$ cat src/rtl/dds_pkg.sv
// Shared constants, FSM state type and sizing helpers for the DDS tuning-word calculator.
package dds_pkg;

    localparam int unsigned CLOCK_FREQUENCY_DEF = 100_000_000;
    localparam int unsigned ACC_WIDTH_DEF       = 8;
    localparam int unsigned FREQ_WIDTH_DEF      = 32;

    typedef enum logic [1:0] {
        ST_IDLE   = 2'd0,
        ST_CHECK  = 2'd1,
        ST_DIV    = 2'd2,
        ST_FINISH = 2'd3
    } state_e;

    // Largest increment below Nyquist for a 2^acc_w entry phase wheel.
    function automatic int unsigned tw_max(input int unsigned acc_w);
        return (32'd1 << (acc_w - 32'd1)) - 32'd1;
    endfunction

    // Headroom bit lets the shifted remainder reach 2*divisor-1 without overflow.
    function automatic int unsigned rem_width(input int unsigned cf);
        return 32'($clog2(cf)) + 32'd1;
    endfunction

    localparam int unsigned REM_WIDTH_DEF = rem_width(CLOCK_FREQUENCY_DEF);

endpackage

$ cat src/rtl/dds_tuning_calc_if.sv
// Request/response bundle between a frequency requester and dds_tuning_calc.
interface dds_tuning_calc_if #(
    parameter int unsigned FREQ_WIDTH = dds_pkg::FREQ_WIDTH_DEF,
    parameter int unsigned ACC_WIDTH  = dds_pkg::ACC_WIDTH_DEF
);
    logic                  start_i;
    logic [FREQ_WIDTH-1:0] desired_freq_i;
    logic                  busy_o;
    logic                  done_o;
    logic [ACC_WIDTH-1:0]  tuning_word_o;
    logic                  range_err_o;

    modport master (
        output start_i, desired_freq_i,
        input  busy_o, done_o, tuning_word_o, range_err_o
    );

    modport slave (
        input  start_i, desired_freq_i,
        output busy_o, done_o, tuning_word_o, range_err_o
    );
endinterface

$ cat src/rtl/serial_udiv.sv
// Restoring unsigned divider by a constant divisor, one quotient bit per step, MSB first.
module serial_udiv #(
    parameter int unsigned DIVIDEND_W = 40,
    parameter int unsigned REM_W      = 28,
    parameter int unsigned DIVISOR    = 100_000_000
) (
    input  logic                  clk,
    input  logic                  rst,
    input  logic                  clr_i,
    input  logic                  load_i,
    input  logic [DIVIDEND_W-1:0] dividend_i,
    input  logic                  step_i,
    output logic                  last_o,
    output logic [DIVIDEND_W-1:0] quotient_o,
    output logic [REM_W-1:0]      remainder_o
);
    localparam int unsigned    CNT_W = (DIVIDEND_W > 32'd1) ? 32'($clog2(DIVIDEND_W)) : 32'd1;
    localparam logic [REM_W-1:0] DIV_C = REM_W'(DIVISOR);

    // Dividend bits leave at the MSB while quotient bits enter at the LSB.
    logic [DIVIDEND_W-1:0] shreg_q, shreg_d;
    logic [REM_W-1:0]      rem_q, rem_d;
    logic [CNT_W-1:0]      cnt_q, cnt_d;
    logic                  last_q, last_d;
    logic [REM_W-1:0]      trial_c;
    logic                  fits_c;

    always_comb begin
        trial_c = {rem_q[REM_W-2:0], shreg_q[DIVIDEND_W-1]};
        fits_c  = (trial_c >= DIV_C);
    end

    always_comb begin
        shreg_d = shreg_q;
        rem_d   = rem_q;
        cnt_d   = cnt_q;
        last_d  = last_q;
        if (clr_i) begin
            shreg_d = '0;
            rem_d   = '0;
            cnt_d   = '0;
            last_d  = 1'b0;
        end else if (load_i) begin
            shreg_d = dividend_i;
            rem_d   = '0;
            cnt_d   = CNT_W'(DIVIDEND_W - 32'd1);
            last_d  = (DIVIDEND_W == 32'd1);
        end else if (step_i) begin
            rem_d   = fits_c ? (trial_c - DIV_C) : trial_c;
            shreg_d = {shreg_q[DIVIDEND_W-2:0], fits_c};
            cnt_d   = cnt_q - CNT_W'(1);
            last_d  = (cnt_q == CNT_W'(1));
        end
    end

    always_ff @(posedge clk) begin
        if (rst) begin
            shreg_q <= '0;
            rem_q   <= '0;
            cnt_q   <= '0;
            last_q  <= 1'b0;
        end else begin
            shreg_q <= shreg_d;
            rem_q   <= rem_d;
            cnt_q   <= cnt_d;
            last_q  <= last_d;
        end
    end

    assign last_o      = last_q;
    assign quotient_o  = shreg_q;
    assign remainder_o = rem_q;

endmodule

$ cat src/rtl/dds_tuning_calc.sv
// Converts a frequency request in Hz into a DDS phase increment via a serial divider.
// Define DDS_TUNE_ROUND_EN to round the quotient to nearest instead of truncating.
module dds_tuning_calc
    import dds_pkg::*;
#(
    parameter int unsigned CLOCK_FREQUENCY = CLOCK_FREQUENCY_DEF,
    parameter int unsigned ACC_WIDTH       = ACC_WIDTH_DEF,
    parameter int unsigned FREQ_WIDTH      = FREQ_WIDTH_DEF
) (
    input  logic               clk,
    input  logic               rst,
    dds_tuning_calc_if.slave   bus
);
    localparam int unsigned N      = FREQ_WIDTH + ACC_WIDTH;
    localparam int unsigned NQ     = N + 32'd1;
    localparam int unsigned REM_W  = rem_width(CLOCK_FREQUENCY);
    localparam int unsigned TW_MAX = tw_max(ACC_WIDTH);

    localparam logic [NQ-1:0]        TW_MAX_Q = NQ'(TW_MAX);
    localparam logic [ACC_WIDTH-1:0] TW_SAT   = ACC_WIDTH'(TW_MAX);
    localparam logic [63:0]          CF64     = 64'(CLOCK_FREQUENCY);

`ifdef DDS_TUNE_ROUND_EN
    localparam bit ROUND_EN = 1'b1;
`else
    localparam bit ROUND_EN = 1'b0;
`endif

    state_e                 state_q, state_d;
    logic [FREQ_WIDTH-1:0]  freq_q, freq_d;
    logic                   sat_q, sat_d;
    logic                   busy_q, busy_d;
    logic                   done_q, done_d;
    logic [ACC_WIDTH-1:0]   tw_q, tw_d;
    logic                   rerr_q, rerr_d;

    logic                   div_clr_c, div_load_c, div_step_c;
    logic                   div_last;
    logic [N-1:0]           div_quot;
    logic [REM_W-1:0]       div_rem;

    logic                   accept_c;
    logic                   too_fast_c;
    logic                   round_up_c;
    logic [NQ-1:0]          q_rnd_c;
    logic [ACC_WIDTH-1:0]   tw_norm_c;

    serial_udiv #(
        .DIVIDEND_W (N),
        .REM_W      (REM_W),
        .DIVISOR    (CLOCK_FREQUENCY)
    ) u_div (
        .clk         (clk),
        .rst         (rst),
        .clr_i       (div_clr_c),
        .load_i      (div_load_c),
        .dividend_i  ({freq_q, ACC_WIDTH'(0)}),
        .step_i      (div_step_c),
        .last_o      (div_last),
        .quotient_o  (div_quot),
        .remainder_o (div_rem)
    );

    // A start overlapping the done pulse is dropped so each request yields exactly one done.
    always_comb begin
        accept_c   = bus.start_i && !done_q;
        too_fast_c = ((64'(freq_q) << 1) >= CF64);
        round_up_c = ROUND_EN && ((64'(div_rem) << 1) >= CF64);
        q_rnd_c    = {1'b0, div_quot} + NQ'(round_up_c);
        tw_norm_c  = (q_rnd_c > TW_MAX_Q) ? TW_SAT : ACC_WIDTH'(q_rnd_c);
    end

    always_ff @(posedge clk) begin
        if (rst) begin
            state_q <= ST_IDLE;
        end else begin
            state_q <= state_d;
        end
    end

    always_comb begin
        state_d = state_q;
        case (state_q)
            ST_IDLE:   if (accept_c) state_d = ST_CHECK;
            ST_CHECK:  state_d = too_fast_c ? ST_FINISH : ST_DIV;
            ST_DIV:    if (div_last) state_d = ST_FINISH;
            ST_FINISH: state_d = ST_IDLE;
            default:   state_d = ST_IDLE;
        endcase
    end

    always_comb begin
        freq_d     = freq_q;
        sat_d      = sat_q;
        busy_d     = 1'b0;
        done_d     = 1'b0;
        tw_d       = tw_q;
        rerr_d     = rerr_q;
        div_clr_c  = 1'b0;
        div_load_c = 1'b0;
        div_step_c = 1'b0;
        case (state_q)
            ST_IDLE: begin
                if (accept_c) begin
                    freq_d    = bus.desired_freq_i;
                    sat_d     = 1'b0;
                    div_clr_c = 1'b1;
                end
            end
            ST_CHECK: begin
                busy_d = 1'b1;
                if (too_fast_c) begin
                    sat_d = 1'b1;
                end else begin
                    div_load_c = 1'b1;
                end
            end
            ST_DIV: begin
                busy_d     = 1'b1;
                div_step_c = 1'b1;
            end
            ST_FINISH: begin
                done_d = 1'b1;
                if (sat_q) begin
                    tw_d   = TW_SAT;
                    rerr_d = 1'b1;
                end else begin
                    tw_d   = tw_norm_c;
                    rerr_d = 1'b0;
                end
            end
            default: ;
        endcase
    end

    always_ff @(posedge clk) begin
        if (rst) begin
            freq_q <= '0;
            sat_q  <= 1'b0;
            busy_q <= 1'b0;
            done_q <= 1'b0;
            tw_q   <= '0;
            rerr_q <= 1'b0;
        end else begin
            freq_q <= freq_d;
            sat_q  <= sat_d;
            busy_q <= busy_d;
            done_q <= done_d;
            tw_q   <= tw_d;
            rerr_q <= rerr_d;
        end
    end

    assign bus.busy_o        = busy_q;
    assign bus.done_o        = done_q;
    assign bus.tuning_word_o = tw_q;
    assign bus.range_err_o   = rerr_q;

endmodule

$ cat src/flat_wrapper.sv
// flat-port wrapper written by rule: the top's interface ports become plain ports
module dds_tuning_calc_flat import dds_pkg::*;
#(
    parameter int unsigned CLOCK_FREQUENCY = CLOCK_FREQUENCY_DEF,
    parameter int unsigned ACC_WIDTH       = ACC_WIDTH_DEF,
    parameter int unsigned FREQ_WIDTH      = FREQ_WIDTH_DEF
)
  (clk, rst, bus_start_i, bus_desired_freq_i, bus_busy_o, bus_done_o, bus_tuning_word_o, bus_range_err_o);
  dds_tuning_calc_if #(.FREQ_WIDTH(FREQ_WIDTH), .ACC_WIDTH(ACC_WIDTH)) bus_i ();
  input  logic clk;
  input  logic rst;
  input wire logic [$bits(bus_i.start_i)-1:0] bus_start_i;
  input wire logic [$bits(bus_i.desired_freq_i)-1:0] bus_desired_freq_i;
  output wire logic [$bits(bus_i.busy_o)-1:0] bus_busy_o;
  output wire logic [$bits(bus_i.done_o)-1:0] bus_done_o;
  output wire logic [$bits(bus_i.tuning_word_o)-1:0] bus_tuning_word_o;
  output wire logic [$bits(bus_i.range_err_o)-1:0] bus_range_err_o;
  assign bus_i.start_i = bus_start_i;
  assign bus_i.desired_freq_i = bus_desired_freq_i;
  assign bus_busy_o = bus_i.busy_o;
  assign bus_done_o = bus_i.done_o;
  assign bus_tuning_word_o = bus_i.tuning_word_o;
  assign bus_range_err_o = bus_i.range_err_o;
  dds_tuning_calc #(.CLOCK_FREQUENCY(CLOCK_FREQUENCY), .ACC_WIDTH(ACC_WIDTH), .FREQ_WIDTH(FREQ_WIDTH)) u_core (.clk(clk), .rst(rst), .bus(bus_i));
endmodule
$ cat config.mk
export PLATFORM = sky130hd
export DESIGN_NAME = dds_tuning_calc_flat
export DESIGN_NICKNAME = d
export VERILOG_FILES = /design/src/rtl/dds_pkg.sv /design/src/rtl/dds_tuning_calc_if.sv /design/src/rtl/serial_udiv.sv /design/src/rtl/dds_tuning_calc.sv /design/src/flat_wrapper.sv
export SDC_FILE = /design/constraint.sdc
export NUM_CORES = 1
export LEC_CHECK = 0
export CAP_MARGIN = 15
export CORE_ASPECT_RATIO = 1.25
export CORE_UTILIZATION = 57
export DETAILED_ROUTE_END_ITERATION = 16
export HOLD_SLACK_MARGIN = 0.08
export PLACE_DENSITY = 0.79
export SLEW_MARGIN = 0
export SYNTH_ARGS = -nofsm -noshare
export SYNTH_HDL_FRONTEND = slang
export SYNTH_SLANG_ARGS = --single-unit
$ cat constraint.sdc
create_clock -name clk -period 2.6 [get_ports clk]
set_input_delay 0.78 -clock clk [delete_from_list [all_inputs] [get_ports clk]]
set_output_delay 0.78 -clock clk [all_outputs]
set_load 0.05 [all_outputs]
Yosys cells after proc, flatten, opt, wreduce, memory -nomap -nowiden
Cells that the tools add are included.
{"block": "word_totals", "ff_bits": 120, "mem_bits_ro": 0, "latch_bits": 0, "input_bits": 35, "memories": 0, "ramBits": 0}
{"block": "classes", "div": 0, "mux": 22, "n_lt_le_gt_ge": 3, "eq_ne": 7, "shift": 0, "add_sub_neg": 2, "bitwise_logic": 0, "n_reduce_logical": 11, "mul": 0}
{"op": "two-way mux 40 bit", "count": 2}
{"op": "greater-than comparator 40 x 7 -> 1 bit (second input constant)", "count": 1}
{"op": "greater-or-equal comparator 33 x 27 -> 1 bit (second input constant)", "count": 1}
{"op": "greater-or-equal comparator 28 x 27 -> 1 bit (second input constant)", "count": 1}
{"op": "two-way mux 27 bit", "count": 1}
{"op": "subtractor 27 bit (second input constant)", "count": 1}
{"op": "two-way mux 8 bit", "count": 2}
{"op": "two-way mux 6 bit", "count": 2}
{"op": "two-way mux 1 bit", "count": 11}
{"op": "one-hot mux 2 bit (4 select lines)", "count": 1}
{"op": "== test 6 x 1 -> 1 bit (second input constant)", "count": 1}
{"op": "subtractor 6 x 1 -> 6 bit (second input constant)", "count": 1}
{"op": "== test 2 bit (second input constant)", "count": 2}
{"op": "two-way mux 2 bit", "count": 2}
{"op": "!= test 2 x 1 -> 1 bit (second input constant)", "count": 2}
{"op": "AND reduction 2 bit", "count": 2}
{"op": "nonzero test 2 bit", "count": 2}
{"op": "OR reduction 2 bit", "count": 2}
{"op": "AND reduction 3 bit", "count": 1}
{"op": "OR reduction 3 bit", "count": 1}
{"op": "== test 2 x 1 -> 1 bit (second input constant)", "count": 1}
{"op": "logical NOT 2 bit", "count": 1}
{"op": "!= test 2 bit (second input constant)", "count": 1}
{"op": "one-hot mux 1 bit (2 select lines)", "count": 1}
{"op": "2 further kinds", "count": 2}

Longest topological paths before layout
Gate-level depths: netlist of run 1.
{"block": "logic_depth", "ltp_word": 5, "ltp_mapped": 10}

Modules after synthesis
A second synthesis of run 1 with hierarchy kept.
{"block": "hier_totals", "cells_unflattened": 702, "area_unflattened_um2": 5718.0}
{"mod": "serial_udiv", "seq_area_each_um2": 1501.4, "n_inst": 1, "area_per_inst_um2": 3865.0, "cells_each": 472}
{"mod": "dds_tuning_calc", "seq_area_each_um2": 920.9, "n_inst": 1, "area_per_inst_um2": 1853.0, "cells_each": 230}

Least setup slack after synthesis of run 1
OpenSTA, ideal clock, no wires.
{"block": "synth_timing", "kind": "register -> register", "from": "reg u_core.u_div.rem_q[7] (netlist: u_core.u_div.remainder_o[7])", "to": "reg u_core.u_div.rem_q[8] (netlist: u_core.u_div.remainder_o[8])", "t_arrival_ns": 2.005, "path_stages_with_launch": 9, "setup_slack_ns": 0.510, "path_cell_list": "dfxtp_1 > inv_1 > ha_1 > or4b_4 > a31oi_1 > o41ai_4 > and2_2 > xnor2_1 > a211oi_1"}
{"block": "synth_via", "elab_chain_len": 2, "word_cells_on_any_way": 3, "classes_between": "add/sub: 1; order compare: 1; mux: 1"}
{"element": "start, declared", "line_no": "serial_udiv.sv:22", "text": "logic [REM_W-1:0] rem_q, rem_d;"}
{"element": "start signal, assigned", "line_no": "serial_udiv.sv:64", "text": "rem_q <= rem_d;"}
{"element": "subtractor 27 bit or greater-or-equal comparator 28 x 27 -> 1 bit (tied branches)", "line_no": "serial_udiv.sv:49, serial_udiv.sv:30"}
{"element": "two-way mux 27 bit *", "line_no": "serial_udiv.sv:49", "text": "rem_d = fits_c ? (trial_c - DIV_C) : trial_c;"}
Every way passes the cells marked *; elsewhere a longest branch is shown, timed or not.
A chain may end at the register's enable or synchronous reset.

Worst setup path after layout of run 1
{"block": "layout_timing", "from": "reg u_core.u_div.rem_q[7] (netlist: u_core.u_div.remainder_o[7])", "to": "reg u_core.u_div.rem_q[16] (netlist: u_core.u_div.remainder_o[16])"}
The elaborated chain is that of the path after synthesis.

==> results.cfg, run 1 <==
[cells_and_area]
drive_above_1_share_pct = 9.28
register_area_mm2 = 0.00240
final_common_cell = dfxtp_1
final_cells = 759
fill_cells = 700
areaGrowthSynthToFinish_pct = 20.0
multiInputGateArea_mm2 = 0.00264
nets = 668
most-common-layout-cells = 120 x dfxtp_1, 86 x nor2_1, 78 x nand2_1
num_antenna_cells = 0
fin_util_pct = 70.2

[clock_network]
max-clock-path-buffers = 2
tritoncts = done
cts_made_buffers = 17
clk_latency_ps = 410
clockRootBuffer = clkbuf_16
cts.sinks = 120
cts_setup_buffers = 0
h-tree-depth = 4
cts_hold_buf = 0
cts.repair.resized = 0
path_clk_slew_ps = 50

[yosys]
ys.flop_type = dfxtp_1
synth_largest_area_cell = dfxtp_1
synth_seq_area_share_pct = 45.3
syn_nets = 636
synth_area_mm2 = 0.00531
synthDistinctLibCells = 53
syn_avg_cell_area_um2 = 8.95
yosysWarnings = 0
synth_top_area_share_pct = 45.3
synth_edf_count = 0
synthCells = 593
synthArstFlopShare_pct = 0
ys_seq_elements = 120
yosys-top-cells-area = dfxtp_1 45%, mux2i_1 9.2%, nor2_1 6.2%

[route]
routed_via_density = 5.52
drtPass1Iterations = 4
vias = 4189
routed_wl_um = 10700
first_iter_violations = 168
postRouteAntennaNets = 0
wl_per_cell_um = 14.1
route.detailed.drc = 0

[setup_path]
cp_cell_sequence = inv_1 -> ha_1 -> or4b_4 -> a31oi_1 -> o41ai_4 -> buf_4 -> nand4_1 -> xor2_1 -> a211oi_1
path_depth = 9
worstReg2RegStart = u_core.u_div.remainder_o[7]
path_max_fanout = 12
reg2regPathDepth = 9
regToRegSetupSlack_ps = 260
required_ps = 2920
worstReg2RegEnd = u_core.u_div.remainder_o[16]
crit_path_top_delay_cell = dfxtp_1
crit_type = register to register
critPathArrivalTime_ps = 2660
cpPeakStageDelay_ps = 440
cp_top_family = compound AO/OA/AOI/OAI gates
crit_path_start = u_core.u_div.remainder_o[7]
cp_num_buf_inv = 2
critical_path.endpoint = u_core.u_div.remainder_o[16]
end_kind = register
critPathLaunchType = register

[timing]
slew_viol_final = 0
fmax_ghz = 0.427
final.setup_skew_ps = 7.99
hold_violations = 0
final.setup.tns_ps = 0
setup_viol = 0
tightest_slew_ps = 649
relSlewSlack_pct = 56.7
fin_crit_sh_pct = 90.1
fin_crit_ps = 2340
rsz0062_at_grt = no
layout_setup_ws_ps = 257

[global_routing]
grt_max_degree = 89
grt_antenna_before_repair = 0
track_usage_pct = 24.1
grt_pass1_vias = 3958
grt_pass1_wl_um = 17900
overflow = 0

[power_and_ir_drop]
leakagePower_nw = 2.25
peakVddDrop_uv = 719
total_power_mw = 6.87
power.density_mw_per_mm2 = 1080

[placed_design]
port_buffers = 45
place_inst = 729
dp_hpwl_um = 6870
pre_cts_ws_ps = 225
gp_congestion = 0.789

[floorplanning]
rows = 39
initial_core_util_pct = 58.5
die_x_um = 88.3
dieArea_mm2 = 0.00970
core_area_mm2 = 0.00908
die_h_um = 110
num_io_pins = 46

[outcome]
outcome = finished clean

[hold_path]
hold_path_class = register to register

[job]
drv_cap = 0
-- metrics by stage --
step	hold WS [ps]	instance area, µm²
final	454	6370
after global routing	475	6370
after CTS	455	6370
after detailed placement	447	5780
after global placement	440	5780
after floorplan	431	5310
-- synthesized netlist by cell type, drive strengths merged, types with 2 or more instances --
library cell,instances
and3,2
xnor2,4
nand2b,3
nor4b,2
a21oi,43
a21o,2
inv,9
xor2,17
o311a,2
nand2,79
o21ai,5
nor2b,2
ha,8
a31oi,7
buf,15
nor3b,2
nand3,12
or4,2
nor4,15
and2,2
a2111oi,2
nor2,87
nor3,12
nand3b,3
a211oi,43
dfxtp,120
mux2i,49
nand4,8
clkbuf,25
-- cells by family after synthesis --
group | after synthesis | synth area share (%)
xor gates and xnor gates | 21 | 3.47
and+or+nand+nor | 236 | 20.4
AOI/OAI and AO/OA | 109 | 14.5
muxes | 49 | 9.24
adders and majority gates | 8 | 1.89
DFF | 120 | 45.3
buffers and inverters | 50 | 5.21
-- worst min-delay path by stage --
stage | slack [ps] | depth (start not counted) | endpoint | startpoint
2_1_floorplan | 430 | 2 | u_core.freq_q[31] | u_core.freq_q[31]
3_3_place_gp | 440 | 2 | u_core.freq_q[28] | u_core.freq_q[28]
3_5_place_dp | 450 | 2 | u_core.freq_q[3] | u_core.freq_q[3]
4_1_cts | 460 | 2 | u_core.freq_q[3] | u_core.freq_q[3]
5_1_grt | 470 | 2 | u_core.freq_q[4] | u_core.freq_q[4]
6_report | 450 | 2 | u_core.freq_q[3] | u_core.freq_q[3]
-- power breakdown --
| group | leakage (nW) | switching, mW | internal [mW] |
|---|---|---|---|
| clock network | 0.293 | 0.786 | 1.58 |
| logic | 0.980 | 1.28 | 0.778 |
| registers | 0.975 | 0.285 | 2.17 |
| total | 2.25 | 2.35 | 4.53 |
-- worst reg2reg max path, delay by kind of cell (launching register included) --
family                   cells  cell delay, ps
flip-flops                   1             440
adder cells (fa/ha/maj)      1             240
AO/OA/AOI/OAI                3             660
XOR/XNOR                     1             190
AND/OR/NAND/NOR              2             370
buffers and inverters        2             340
-- sequential cells by signal, summed over array words and instances, names as in the netlist --
name                      flops
u_core.bus.tuning_word_o      8
u_core.u_div.quotient_o      40
u_core.state_q                2
u_core.bus.range_err_o        1
u_core.freq_q                32
u_core.sat_q                  1
u_core.u_div.cnt_q            6
u_core.u_div.remainder_o     27
u_core.bus.busy_o             1
u_core.bus.done_o             1
u_core.u_div.last_o           1
-- area by class of cell --
class	instances	area share, %
inverters	9	0.531
clock inverters	10	2.42
flip-flops and latches	120	37.7
clock buffers	20	6.86
repair buffers	54	8.53
well taps	123	2.42
multi-input cells	423	41.5
-- metal layers --
layer | track usage, % | wire (µm) | vias up
met5 | 0 | 0 | -
met4 | 10.3 | 229 | 0
met3 | 6.98 | 304 | 23
met2 | 42.3 | 5580 | 72
met1 | 26.9 | 4620 | 1943
li1 | - | - | 2151
Power figures use the tool's default switching activity.
==> inputs of run 2 (changes only) <==
--- a/config.mk
+++ b/config.mk
@@ -11,7 +11,7 @@
 export DETAILED_ROUTE_END_ITERATION = 16
 export HOLD_SLACK_MARGIN = 0.08
 export PLACE_DENSITY = 0.79
-export SLEW_MARGIN = 0
+export SLEW_MARGIN = 20
 export SYNTH_ARGS = -nofsm -noshare
 export SYNTH_HDL_FRONTEND = slang
 export SYNTH_SLANG_ARGS = --single-unit
==> results of run 2 <==
The final DEF is identical to that of run 1; final timing and power are the same.
==> inputs of run 3 (changes only) <==
--- a/config.mk
+++ b/config.mk
@@ -11,6 +11,7 @@
 export DETAILED_ROUTE_END_ITERATION = 16
 export HOLD_SLACK_MARGIN = 0.08
 export PLACE_DENSITY = 0.79
+export SETUP_SLACK_MARGIN = 0.1
 export SLEW_MARGIN = 20
 export SYNTH_ARGS = -nofsm -noshare
 export SYNTH_HDL_FRONTEND = slang
==> results of run 3 <==
The final DEF is identical to that of run 1; final timing and power are the same.
